$ cat src/rtl/sram_if_pkg.sv
// Shared defaults and width helpers for the SRAM request/response front-end.
// Imported by the adapter top and its response FIFO.
package sram_if_pkg;

  localparam int DEF_DATA_WIDTH   = 2;
  localparam int DEF_ADDR_WIDTH   = 4;
  localparam int DEF_READ_LATENCY = 1;
  localparam int DEF_FIFO_DEPTH   = 4;

  // Width able to hold 0..depth inclusive.
  function automatic int cnt_w(input int depth);
    return $clog2(depth + 1);
  endfunction

  function automatic int ptr_w(input int depth);
    return (depth > 1) ? $clog2(depth) : 1;
  endfunction

endpackage

$ cat src/rtl/sram_rsp_fifo.sv
// First-word-fall-through response FIFO.
// Pointers wrap modulo FIFO_DEPTH, so any depth >= 1 works.
import sram_if_pkg::*;

module sram_rsp_fifo #(
  parameter int DATA_WIDTH = DEF_DATA_WIDTH,
  parameter int FIFO_DEPTH = DEF_FIFO_DEPTH,
  localparam int CW = cnt_w(FIFO_DEPTH)
) (
  input  logic                  clk0,
  input  logic                  rst0_n,
  input  logic                  push,
  input  logic [DATA_WIDTH-1:0] push_data,
  input  logic                  pop,
  output logic                  empty,
  output logic                  full,
  output logic [CW-1:0]         count,
  output logic [DATA_WIDTH-1:0] head_data
);

  localparam int PW = ptr_w(FIFO_DEPTH);

  logic [DATA_WIDTH-1:0] mem_q [FIFO_DEPTH];
  logic [PW-1:0] wr_q, wr_d;
  logic [PW-1:0] rd_q, rd_d;
  logic [CW-1:0] cnt_q, cnt_d;
  logic          do_push;
  logic          do_pop;

  function automatic logic [PW-1:0] nxt(
    input logic [PW-1:0] p
  );
    return (p == PW'(FIFO_DEPTH - 1)) ? '0 : p + PW'(1);
  endfunction

  assign empty     = (cnt_q == '0);
  assign full      = (cnt_q == CW'(FIFO_DEPTH));
  assign count     = cnt_q;
  assign head_data = mem_q[rd_q];
  assign do_push   = push;
  assign do_pop    = pop & ~empty;

  always_comb begin
    wr_d  = wr_q;
    rd_d  = rd_q;
    cnt_d = cnt_q;
    if (do_push) wr_d = nxt(wr_q);
    if (do_pop)  rd_d = nxt(rd_q);
    case ({do_push, do_pop})
      2'b10:   cnt_d = cnt_q + CW'(1);
      2'b01:   cnt_d = cnt_q - CW'(1);
      default: cnt_d = cnt_q;
    endcase
  end

  always_ff @(posedge clk0 or negedge rst0_n) begin
    if (!rst0_n) begin
      wr_q  <= '0;
      rd_q  <= '0;
      cnt_q <= '0;
    end else begin
      wr_q  <= wr_d;
      rd_q  <= rd_d;
      cnt_q <= cnt_d;
    end
  end

  // Storage carries no reset; occupancy alone decides validity.
  always_ff @(posedge clk0) begin
    if (do_push) mem_q[wr_q] <= push_data;
  end

endmodule

$ cat src/rtl/sram_req_rsp_adapter.sv
// Valid/ready front-end for a single-port SRAM with credit-protected
// read-response FIFO; writes produce no response.
import sram_if_pkg::*;

module sram_req_rsp_adapter #(
  parameter int DATA_WIDTH   = DEF_DATA_WIDTH,
  parameter int ADDR_WIDTH   = DEF_ADDR_WIDTH,
  parameter int READ_LATENCY = DEF_READ_LATENCY,
  parameter int FIFO_DEPTH   = DEF_FIFO_DEPTH
) (
  input  logic                  clk0,
  input  logic                  rst0_n,
  input  logic                  req_valid,
  output logic                  req_ready,
  input  logic                  req_we,
  input  logic [ADDR_WIDTH-1:0] req_addr,
  input  logic [DATA_WIDTH-1:0] req_wdata,
  output logic                  rsp_valid,
  input  logic                  rsp_ready,
  output logic [DATA_WIDTH-1:0] rsp_rdata,
  output logic                  csb0,
  output logic                  web0,
  output logic [ADDR_WIDTH-1:0] addr0,
  output logic [DATA_WIDTH-1:0] din0,
  input  logic [DATA_WIDTH-1:0] dout0
);

  localparam int CW = cnt_w(FIFO_DEPTH);
  localparam int SW = CW + 1;

  logic                    fire;
  logic                    rd_fire;
  logic                    push;
  logic                    pop;
  logic                    empty;
  logic                    full;
  logic [CW-1:0]           fifo_cnt;
  logic [CW-1:0]           credits_q, credits_d;
  logic [READ_LATENCY-1:0] pipe_q, pipe_d;

  assign req_ready = rst0_n & (credits_q != '0);
  assign fire      = req_valid & req_ready;
  assign rd_fire   = fire & ~req_we;

  assign csb0  = ~fire;
  assign web0  = ~(fire & req_we);
  assign addr0 = req_addr;
  assign din0  = req_wdata;

  // Oldest pipe stage lines up with dout0 being valid.
  assign push      = pipe_q[READ_LATENCY-1];
  assign rsp_valid = ~empty;
  assign pop       = rsp_ready & ~empty;

  always_comb begin
    pipe_d[0] = rd_fire;
    for (int i = 1; i < READ_LATENCY; i++) begin
      pipe_d[i] = pipe_q[i-1];
    end
  end

  always_comb begin
    credits_d = credits_q;
    if (rd_fire && !pop)      credits_d = credits_q - CW'(1);
    else if (!rd_fire && pop) credits_d = credits_q + CW'(1);
  end

  always_ff @(posedge clk0 or negedge rst0_n) begin
    if (!rst0_n) begin
      credits_q <= CW'(FIFO_DEPTH);
      pipe_q    <= '0;
    end else begin
      credits_q <= credits_d;
      pipe_q    <= pipe_d;
    end
  end

  sram_rsp_fifo #(
    .DATA_WIDTH(DATA_WIDTH),
    .FIFO_DEPTH(FIFO_DEPTH)
  ) u_fifo (
    .clk0     (clk0),
    .rst0_n   (rst0_n),
    .push     (push),
    .push_data(dout0),
    .pop      (pop),
    .empty    (empty),
    .full     (full),
    .count    (fifo_cnt),
    .head_data(rsp_rdata)
  );

  a_no_overflow: assert property (
    @(posedge clk0) disable iff (!rst0_n) !(push && full && !pop)
  );

  a_credit_bound: assert property (
    @(posedge clk0) disable iff (!rst0_n)
    (SW'(credits_q) + SW'(fifo_cnt)) <= SW'(FIFO_DEPTH)
  );

endmodule
$ cat config.mk
export PLATFORM = sky130hd
export DESIGN_NAME = sram_req_rsp_adapter
export DESIGN_NICKNAME = d
export VERILOG_FILES = /design/src/rtl/sram_if_pkg.sv /design/src/rtl/sram_rsp_fifo.sv /design/src/rtl/sram_req_rsp_adapter.sv
export SDC_FILE = /design/constraint.sdc
export NUM_CORES = 1
export LEC_CHECK = 0
export CAP_MARGIN = 20
export CORE_MARGIN = 10
export CORE_UTILIZATION = 40
export CTS_BUF_LIST = sky130_fd_sc_hd__clkbuf_4
export DETAILED_ROUTE_END_ITERATION = 12
export MAX_ROUTING_LAYER = met4
export PLACE_DENSITY = 0.67
export SLEW_MARGIN = 10
export SYNTH_ARGS = -nofsm -noshare
export SYNTH_HDL_FRONTEND = slang
export SYNTH_SLANG_ARGS = --single-unit
$ cat constraint.sdc
create_clock -name clk0 -period 2.9 [get_ports clk0]
set_clock_uncertainty 0.05 [all_clocks]
set_input_delay 0.435 -clock clk0 [delete_from_list [all_inputs] [get_ports clk0]]
set_output_delay 0.435 -clock clk0 [all_outputs]
set_load 0.05 [all_outputs]
Word level (Yosys, flattened, before mapping)
Memory sizes are Yosys's and may differ from the RTL's.
Index checks and enable logic that the tools add are counted.
- input port bits: 13
- flip-flop bits (word level): 11
- bits in writable memories: 8
- memories: 1
- memory list (memory ; words ; bits a word ; rd ports ; clocked after memory_dff ; wr ports ; RTL line ; RTL):
    u_fifo.mem_q ; 4 ; 2 ; 1 ; 0 ; 1 ; sram_rsp_fifo.sv:23 ; logic [DATA_WIDTH-1:0] mem_q [FIFO_DEPTH];
- add/subtract/negate cells: 6
- reduce and logical (&&, ||, !) cells: 8
- mux-type cells: 7
- equal/unequal tests: 4
- bitwise gates (word level): 10
- operators by type and width (kind ; count):
    3-bit by 1-bit adder with 3-bit output (second input constant) ; 2
    1-bit bitwise AND ; 6
    2-bit equality test (second input constant) ; 3
    3-bit 2-to-1 mux ; 2
    3-bit one-hot mux with 2 select lines ; 1
    3-bit by 1-bit subtractor with 3-bit output (second input constant) ; 2
    2-bit by 1-bit adder with 2-bit output (second input constant) ; 2
    2-bit 2-to-1 mux ; 2
    1-bit inverter ; 4
    2-bit nonzero test ; 2
    3-bit logical NOT ; 1
    3-bit nonzero test ; 1
    2-bit by 1-bit equality test with 1-bit output (second input constant) ; 1
    1-bit logical AND ; 2
    1-bit logical NOT ; 2
    1-bit 2-to-1 mux ; 2

Logic depth before layout (Yosys ltp)
- word-level depth: 8
- gate-level depth with buffers: 9
- mapped depth without buffers: 9

Hierarchy
A second synthesis with hierarchy kept.
- cells, all modules: 78
- area total of the unflattened synthesis: 1016.0 um^2
- by module, submodules not included (module ; seq. area each (um^2) ; area each (um^2) ; cells each ; instances):
    sram_rsp_fifo ; 415.4 ; 734.5 ; 50 ; 1
    sram_req_rsp_adapter ; 101.3 ; 281.5 ; 28 ; 1

Least setup slack after synthesis
OpenSTA, ideal clock, no wires.
- path kind: register to register
- start point: register credits_q[2]
- end point: register credits_q[2]
- arrival time: 2.680 ns
- cell stages (with the launch flop): 10
- slack: 0.095 ns
- data required time: 2.775 ns
- path through: dfstp_2 -> o31a_1 -> nand2_1 -> nor2_1 -> ha_1 -> inv_1 -> fa_1 -> xor2_1 -> nor2_1 -> xor2_1
- word-level cells in the longest chain between the ends: 7
- elaborated cells on any way between the ends: 12
- RTL lines (what ; RTL line ; RTL):
    from (decl) ; sram_req_rsp_adapter.sv:38 ; logic [CW-1:0] credits_q, credits_d;
    from (signal assigned) ; sram_req_rsp_adapter.sv:70 ; credits_q <= CW'(FIFO_DEPTH);
    from (signal assigned) ; sram_req_rsp_adapter.sv:73 ; credits_q <= credits_d;
    3-bit nonzero test * ; sram_req_rsp_adapter.sv:41 ; assign req_ready = rst0_n & (credits_q != '0);
    1-bit bitwise AND * ; sram_req_rsp_adapter.sv:41 ;
    net req_ready ; sram_req_rsp_adapter.sv:14 ; output logic req_ready,
    1-bit bitwise AND * ; sram_req_rsp_adapter.sv:42 ; assign fire = req_valid & req_ready;
    1-bit bitwise AND * ; sram_req_rsp_adapter.sv:43 ; assign rd_fire = fire & ~req_we;
    net pipe_d ; sram_req_rsp_adapter.sv:39 ; logic [READ_LATENCY-1:0] pipe_q, pipe_d;
    1-bit logical NOT ; sram_req_rsp_adapter.sv:65 ; else if (!rd_fire && pop) credits_d = credits_q + CW'(1);
    1-bit logical AND ; sram_req_rsp_adapter.sv:65 ;
    2-bit nonzero test (no source line) ; -- ;
The timed path passes the listed nets; every way through them passes the cells marked *. The select of a mux whose other input is x is not followed.
A chain may end at the register's enable or synchronous reset.

Worst setup path after layout
- start point: register u_fifo.rd_q[0]
- end point: output rsp_rdata[0]
- word-level cells in the longest chain between the ends: 1
- RTL lines (what ; RTL line ; RTL):
    from (decl) ; sram_rsp_fifo.sv:25 ; logic [PW-1:0] rd_q, rd_d;
    from (signal assigned) ; sram_rsp_fifo.sv:63 ; rd_q <= rd_d;
    memory 4 x 2 bit ; -- ;
    to (decl) ; sram_req_rsp_adapter.sv:20 ; output logic [DATA_WIDTH-1:0] rsp_rdata,
No other way between the ends.

==> flow_summary.ini <==
[sta]
fin_crit_ps = 2490
fin_ws_ps = 412
finalCritPeriodShare_pct = 85.8
maxSlewHeadroom_pct = 65.9
setup_tns_ps = 0
hold_viol_final = 0
rsz0062_at_grt = false
drv_slew = 0
max_freq_mhz = 402
max_slew.worst_pin.slew_ps = 510
setup_viol = 0

[routing]
drc = 0
postRouteAntennaNets = 0
wl_per_cell_microns = 12.6
via_per_inst = 4.56
drtIter0Drc = 10
drt-total-wl_microns = 1420
num_vias = 515
drt_pass1_iterations = 2

[final_layout]
num_antenna_cells = 0
area_delta_synth_final_pct = 14.4
drive_above_1_share_pct = 17.6
fill_cells = 216
layout_common_cells = inv_1, dfrtp_1, clkdlybuf4s50_1
nets = 108

[synth]
synthArstFlopShare_pct = 57.9
synth_edf_count = 8
synth_cells = 74
synth-xor-area-share_pct = 5.40
synth_area_sq_um = 973
syn_avg_cell_area_sq_um = 13.2
yosys.area_share.simple_pct = 8.74
synth_top_family_by_area = adder cells
ys_warn_count = 0
synth.largest_area_cell = dfrtp_1
yosysUniqueCellTypes = 21
synth_fp_nets = 96
netlist.area_leader.share_pct = 25.7
ys_seq_area_share_pct = 53.1
ys_ff_latch = 19
synthFlopType = dfrtp_1
synth_compound_area_share_pct = 2.44
synth_area_leaders = dfrtp_1, edfxtp_1, ha_1, buf_4, mux4_2
synth_mux_area_share_pct = 8.74
yosys.area_share.adder_pct = 13.1

[grt]
grt_pass1_vias = 509
grt_max_degree = 12
grt_overflow_total = 0
grt_pass1_wl_microns = 2530
grt_usage_pct = 6.65
antenna_found_initial = 0

[power_and_ir_drop]
power_frac_clock_pct = 13.7
power_leakage_nw = 0.484
peakVddDrop_v = 0.000656
power.switching_mw = 0.403
swShare_pct = 38.4
power.density_nw_per_um2 = 943
internal-power_mw = 0.647
seqPwrFrac_pct = 42.0
comb_power_share_pct = 44.4

[worst_setup_path]
critPathArrivalTime_ps = 2000
crit_fanout = 5
r2r_cells = 9
critical_path_required_ps = 2410
path_class = flip-flop to output pin
cp-start-kind = flip-flop
critPathCaptureType = output pin
endpoint = rsp_rdata[0]
critical_path.startpoint = u_fifo.rd_q[0]
r2r_slack_ps = 820
r2r_start = credits_q[2]
r2r_end = credits_q[2]

[placed_design]
place.gp.congestion = 0.713
io_buffers = 12
pre_cts_slack_ps = 406
dp_hpwl_microns = 1150

[clock_network]
insertion_delay_ps = 290
htreeDepth = 1
cts_root_buf = clkbuf_4
clkSinkCount = 19
cts_tree = yes
hold_buffers = 0
cts_resized = 0
cts_buffers = 3
clock_path_buffers = 2
clk_pin_slew_ps = 110
post-cts-setup-buffers = 0

[floorplan]
die_w_microns = 69.3
die_area_sq_um = 4810
coreArea_sq_um = 2250
die_y_microns = 69.3
initial_core_util_pct = 43.2
num_rows = 17
io_pins = 25

[min_path]
hold_class = input pin to asynchronous set/reset pin

[status]
outcome = finished clean

[job]
max_cap_violations = 0
critical path, stage by stage, from the launching register on:
cell             delay, ps
dfrtp_1                470
mux4_2                 530
clkdlybuf4s50_1        710
synth_stat cells, drive strengths merged (2+ instances only):
master	count
buf	6
or3	2
xor2	4
o21ai	3
ha	7
fa	2
edfxtp	8
nor2	4
nand2	4
dfrtp	10
inv	10
and2	4
mux4	2
mux2	2
xnor2	2
per-layer routing:
| layer | wire, microns | track usage (%) |
|---|---|---|
| met1 | 641 | 7.78 |
| met2 | 678 | 8.87 |
| met3 | 62 | 2.85 |
| met4 | 40 | 4.66 |
| met5 | 0 | - |
worst min-delay path by stage:
stage,from,end,slack (ps),cells after the start
6_report,rst0_n,u_fifo.wr_q[0],400,2
5_1_grt,rst0_n,pipe_q,400,2
4_1_cts,rst0_n,pipe_q,400,2
3_5_place_dp,u_fifo.count[2],u_fifo.count[2],410,1
3_3_place_gp,u_fifo.count[2],u_fifo.count[2],420,1
2_1_floorplan,rst0_n,credits_q[0],90,0
power by group through the flow:
stage | Clock, mW | Sequential [mW] | Combinational (mW)
3_5_place_dp | 0 | 0.450 | 0.475
3_3_place_gp | 0 | 0.446 | 0.463
5_1_grt | 0.161 | 0.456 | 0.522
4_1_cts | 0.145 | 0.444 | 0.477
2_1_floorplan | 0 | 0.429 | 0.397
6_report | 0.144 | 0.441 | 0.466
through the flow:
stage,total power [mW],util [%],area (sq um),cells,hold slack [ps]
after floorplan,0.825,-,973,74,89.4
after global placement,0.909,48.1,1080,109,416
after detailed placement,0.924,48.1,1080,109,414
after CTS,1.07,49.4,1110,113,405
after global routing,1.14,49.4,1110,113,404
final,1.05,49.4,1110,113,402
area by class of cell:
class                      instances  area, sq um  area share (%)
inverter                          10         37.5            3.37
clock buffer                       4         30.0            2.70
timing repair buffer              13          120            10.8
tap                               28         35.0            3.15
multi-input combinational         39          374            33.6
sequential                        19          517            46.4
state kept, by name (all words and copies together) (netlist names):
register      flops
pipe_q            1
u_fifo.mem_q      8
u_fifo.wr_q       2
u_fifo.count      3
credits_q         3
u_fifo.rd_q       2
logic make-up after synthesis:
logic type,count (synthesis)
flip-flops,19
buffers and inverters,16
AND/OR/NAND/NOR,15
adder cells (fa/ha/maj),9
XOR/XNOR,6
multiplexers,5
AO/OA/AOI/OAI,4
No activity file was read; power rests on OpenSTA's default activity.
